`src/rtl/ram_arb_pkg.sv`:
```
// rtl/ram_arb_pkg.sv - master identifiers and reset grant value for the port A arbiter
package ram_arb_pkg;

    // One bit is enough to name either master.
    typedef logic master_t;

    localparam master_t M0 = 1'b0;
    localparam master_t M1 = 1'b1;

    // last_q resets to master 1 so the first round-robin tie goes to master 0.
    localparam master_t GRANT_RST = M1;

endpackage

```
`src/rtl/ram_arb_pick.sv`:
```
// rtl/ram_arb_pick.sv - winner select; RAM_ARB_RR_EN selects round-robin tie-break, else fixed priority
module ram_arb_pick
    import ram_arb_pkg::*;
(
    input  logic valid0,
    input  logic valid1,
    input  logic last,
    input  logic lock,
    output logic grant,
    output logic winner
);

    logic tie_winner;

`ifdef RAM_ARB_RR_EN
    // Round-robin: on a tie the master that did not win last time goes next.
    always_comb begin
        tie_winner = (last == M0) ? M1 : M0;
    end
`else
    // Fixed priority: master 0 takes every tie; the grant history is not consulted.
    logic unused_last;
    assign unused_last = last;

    always_comb begin
        tie_winner = M0;
    end
`endif

    // A held lock always favours master 1; a lone requester always wins.
    always_comb begin
        grant  = valid0 | valid1;
        winner = M0;
        if (valid0 && valid1) begin
            winner = lock ? M1 : tie_winner;
        end else if (valid1) begin
            winner = M1;
        end
    end

endmodule

```
`src/rtl/ram_arb_2m.sv`:
```
// rtl/ram_arb_2m.sv - two-master arbiter for RAM port A (RAM_ARB_RR_EN enables round-robin ties)
module ram_arb_2m
    import ram_arb_pkg::*;
#(
    parameter int DEPTH     = 2048,
    parameter int WIDTH     = 32,
    parameter int ADDR_BITS = $clog2(DEPTH),
    parameter int BE_BITS   = WIDTH / 8
) (
    input  logic                 clock,
    input  logic                 reset_n,

    input  logic                 m0_cmd_valid,
    output logic                 m0_cmd_ready,
    input  logic                 m0_cmd_write,
    input  logic [ADDR_BITS-1:0] m0_cmd_addr,
    input  logic [BE_BITS-1:0]   m0_cmd_be,
    input  logic [WIDTH-1:0]     m0_cmd_wdata,
    output logic                 m0_rsp_valid,
    output logic [WIDTH-1:0]     m0_rsp_rdata,

    input  logic                 m1_cmd_valid,
    output logic                 m1_cmd_ready,
    input  logic                 m1_cmd_write,
    input  logic [ADDR_BITS-1:0] m1_cmd_addr,
    input  logic [BE_BITS-1:0]   m1_cmd_be,
    input  logic [WIDTH-1:0]     m1_cmd_wdata,
    input  logic                 m1_cmd_lock,
    output logic                 m1_rsp_valid,
    output logic [WIDTH-1:0]     m1_rsp_rdata,

    output logic [ADDR_BITS-1:0] ram_address_a,
    output logic                 ram_wren_a,
    output logic [BE_BITS-1:0]   ram_byteena_a,
    output logic [WIDTH-1:0]     ram_data_a,
    input  logic [WIDTH-1:0]     ram_q_a
);

    master_t    last_q;
    logic       lock_q;
    logic [1:0] rsp_pend_q;

    logic       any_valid;
    logic       winner;
    logic       grant_en;
    logic       grant0;
    logic       grant1;

    ram_arb_pick u_pick (
        .valid0 (m0_cmd_valid),
        .valid1 (m1_cmd_valid),
        .last   (last_q),
        .lock   (lock_q),
        .grant  (any_valid),
        .winner (winner)
    );

    // Nothing is accepted while reset is held, which also keeps ram_wren_a low.
    always_comb begin
        grant_en     = any_valid & reset_n;
        grant0       = grant_en & (winner == M0);
        grant1       = grant_en & (winner == M1);
        m0_cmd_ready = grant0;
        m1_cmd_ready = grant1;
    end

    // Steer the granted command onto port A; master 0 fields sit there when idle.
    always_comb begin
        ram_address_a = m0_cmd_addr;
        ram_data_a    = m0_cmd_wdata;
        ram_wren_a    = grant0 & m0_cmd_write;
        ram_byteena_a = m0_cmd_write ? m0_cmd_be : '1;
        if (grant1) begin
            ram_address_a = m1_cmd_addr;
            ram_data_a    = m1_cmd_wdata;
            ram_wren_a    = m1_cmd_write;
            ram_byteena_a = m1_cmd_write ? m1_cmd_be : '1;
        end
    end

    // Read data comes straight from the RAM; the pending flag says whose it is.
    always_comb begin
        m0_rsp_valid = rsp_pend_q[0];
        m1_rsp_valid = rsp_pend_q[1];
        m0_rsp_rdata = ram_q_a;
        m1_rsp_rdata = ram_q_a;
    end

    // Grant history, master 1 lock and the one-cycle read pending flags.
    always_ff @(posedge clock or negedge reset_n) begin
        if (!reset_n) begin
            last_q     <= GRANT_RST;
            lock_q     <= 1'b0;
            rsp_pend_q <= 2'b00;
        end else begin
            if (grant_en) begin
                last_q <= winner;
            end
            if (grant1) begin
                lock_q <= m1_cmd_lock;
            end else if (lock_q && !m1_cmd_valid) begin
                lock_q <= 1'b0;
            end
            rsp_pend_q <= {grant1 & ~m1_cmd_write, grant0 & ~m0_cmd_write};
        end
    end

endmodule

```
`config.mk`:
```
export PLATFORM = sky130hd
export DESIGN_NAME = ram_arb_2m
export DESIGN_NICKNAME = d
export VERILOG_FILES = /design/src/rtl/ram_arb_pkg.sv /design/src/rtl/ram_arb_pick.sv /design/src/rtl/ram_arb_2m.sv
export SDC_FILE = /design/constraint.sdc
export NUM_CORES = 1
export LEC_CHECK = 0
export ABC_AREA = 1
export BUFFER_PORTS_ARGS = -buffer_cell sky130_fd_sc_hd__buf_2
export CORE_AREA = 8 8 90 92
export CTS_BUF_LIST = sky130_fd_sc_hd__clkbuf_16
export DETAILED_ROUTE_END_ITERATION = 8
export DIE_AREA = 0 0 98 100
export HOLD_SLACK_MARGIN = 0.05
export PLACE_DENSITY = 0.76
export SYNTH_ARGS = -nofsm -noshare
export SYNTH_HDL_FRONTEND = slang
export SYNTH_SLANG_ARGS = --single-unit
```
`constraint.sdc`:
```
create_clock -name clock -period 2.55 [get_ports clock]
set_input_delay 0.3825 -clock clock [delete_from_list [all_inputs] [get_ports clock]]
set_output_delay 0.3825 -clock clock [all_outputs]
set_load 0.02 [all_outputs]
```
==> flow_summary.toml <==
[setup_path]
critical_path_depth = 8
critPathCapture = "ram_address_a[10]"
worstPathArrival_ns = 1.98
start_kind = "input pin"
worst_setup_path_end_kind = "output pin"
reg2regPathDepth = 5
startpoint = "reset_n"
crit_path_max_incr_delay_ns = 0.52
rrSetupSlack_ns = 1.38
path_class = "input pin to output pin"
cp.required_ns = 2.17
worstPathMaxFanout = 49
worstPathBufferInverterCount = 5
crit_family = "buffers and inverters"
r2r-end = "lock_q"
cp_slowest_cell = "dlygate4sd3_1"
r2r-start = "lock_q"
worstPathCellList = "dlygate4sd3_1, buf_2, nand2_1, inv_2, buf_6, nand3_1, nand2_1, buf_2"

[floorplan]
ios = 249
die_y_um = 100
design.core.area_um2 = 6640
start_util_pct = 20.9
die_w_um = 98
rows = 30
dieArea_um2 = 9800

[power]
p_leak_uw = 0.00124
ir_worst_vdd_uv = 451
p_total_uw = 639
power.density_nw_per_um2 = 355

[clock_network]
postCtsSetupBuffers = 0
cts-root-buf = "clkbuf_16"
cts_tree = "built"
clkTransAtPathRegs_ns = 0.03
cts.path.max_buffers = 2
cts_num_sinks = 3
cts_buffers = 3
h-tree-depth = 1
clkLatencyLatePin_ns = 0.22

[synthesis]
synth_cell_type_count = 13
synth_top_family_by_area = "simple AND/OR/NAND/NOR gates"
synth_common_cells = "nand2_1 (107), buf_4 (67), nand3_1 (49), inv_1 (11), buf_2 (9)"
syn_nets = 390
synth_top_area_share_pct = 36.3
ys.flop_type = "dfrtp_1"
syn_area_um2 = 1390
synth_edf_count = 0
synth_area_per_cell_um2 = 5.39
synthArstFlopShare_pct = 100
yosysSeqAreaShare_pct = 5.42
synthMuxAreaShare_pct = 0
yosysMostFrequentCell = "nand2_1"
ys_ff_latch = 3
synth-xor-area-share_pct = 0
yosys_warnings = 0
synth-compound-area-share_pct = 0
yosysTopAreaCell = "buf_4"
ys_top_cells_by_area = "buf_4 (36%), nand2_1 (29%), nand3_1 (18%)"
synth-simple-area-share_pct = 49.4
synth_fa_ha_area_share_pct = 0
syn_inst = 257

[cells_and_area]
drive_gt1_share_pct = 47.9
seq_area_um2 = 75.1
multi_input_area_um2 = 689
synthToLayoutAreaGrowth_pct = 29.7
antennaDiodeCount = 0
n_fill_cell = 767
nets = 472

[sta]
finalHoldViolCount = 0
setup_viol = 0
fin_crit_sh_pct = 92.6
fin_hold_ws_ns = 0.383
finalSetupTns_ns = 0
period_minus_slack_ns = 2.36
relSlewSlack_pct = 66.8
grt_setup_unrepaired = "no"
fin_skew_ns = 0.000645
slew_violations = 0
fmax_mhz = 423
tightest_slew_ns = 0.497

[placement]
numPortBuffers = 152
place.gp.congestion = 0.791
hpwl_um = 4660

[drt]
antenna_left = 0
drt_iter0_markers = 60
first_pass_iters = 4
drcViolationCount = 0
wirelength_um = 5610
vias = 1800
wire_per_inst_um = 13.4
via_per_inst = 4.31

[global_routing]
grt_max_degree = 50
grt_pass1_wl_um = 8640
grt_overflow_total = 0
track_usage_pct = 10.5
grt_pass1_vias = 1763
antenna_found_initial = 0

[worst_hold_path]
min_path_type = "input pin to flip-flop"
hold_start = "m1_cmd_lock"

[flow_run]
timing.max_cap.violations = 0

[outcome]
status = "completed"
[registers in the layout, summed over array words and instances (netlist names)]
register    cells
rsp_pend_q      2
lock_q          1
[per-layer routing]
layer | part of all wire [%] | track usage, % | up-vias
li1 | - | - | 894
met1 | 35 | 9.75 | 765
met2 | 49 | 18.9 | 107
met3 | 12 | 3.88 | 34
met4 | 4.9 | 7.19 | 0
met5 | 0 | 0 | -
[through the flow]
step / instance area [um2] / util [%] / setup slack [ns] / std cells
floorplan: 1390 / - / 1.17 / 257
global placement: 1700 / 25.6 / 0.615 / 413
detailed placement: 1700 / 25.6 / 0.592 / 413
CTS: 1790 / 26.9 / 0.0413 / 418
global route: 1800 / 27.1 / 0.0489 / 418
finish: 1800 / 27.1 / 0.188 / 418
[power breakdown]
part	switching (uW)	internal, uW
Combinational	208	135
Sequential	0.738	49.7
Clock	43.4	202
Total	252	387
[how the worst min path moves through the flow]
stage / end / slack, ns / depth (start not counted)
after detailed placement: rsp_pend_q[0] / 0.20 / 1
after global routing: lock_q / 0.42 / 3
after CTS: lock_q / 0.38 / 3
final: lock_q / 0.38 / 3
after global placement: rsp_pend_q[0] / 0.20 / 1
after floorplan: lock_q / 0.09 / 0
[repair_timing]
| item | CTS | global route |
|---|---|---|
| endpoints found under the hold margin | 3 | 0 |
| hold buffers | 1 | 0 |
| setup endpoints to repair | 0 | 32 |
| gates resized for setup | 0 | 2 |
[cell usage in the layout (no fill, tap or decap)]
master,instances
nand2_4,1
nor3_1,1
dlygate4sd3_1,1
buf_2,152
nand4_1,1
inv_2,1
buf_4,1
nor2_1,2
inv_1,12
clkbuf_16,3
nand2_1,107
nand3_1,49
dfrtp_1,3
buf_12,1
nand2_2,1
or2_2,1
buf_6,1
[kinds of logic (layout without fill, tap and decap cells)]
group         Yosys count  in the layout
simple gates          163            163
buf+inv                91            172
flops                   3              3
[area by class of cell]
type / count / area share [%]
clock buffer: 3 / 4.18
clock inverter: 1 / 0.209
inverter: 12 / 2.51
multi-input combinational: 163 / 38.3
sequential: 3 / 4.18
tap: 80 / 5.57
timing repair buffer: 156 / 45.0
[worst register-to-register path: cells and delay by family (launching register included)]
| family | cells | cell delay [ns] |
|---|---|---|
| flip-flops | 1 | 0.33 |
| buffers and inverters | 2 | 0.49 |
| AND/OR/NAND/NOR | 3 | 0.29 |
Power figures use the tool's default switching activity.
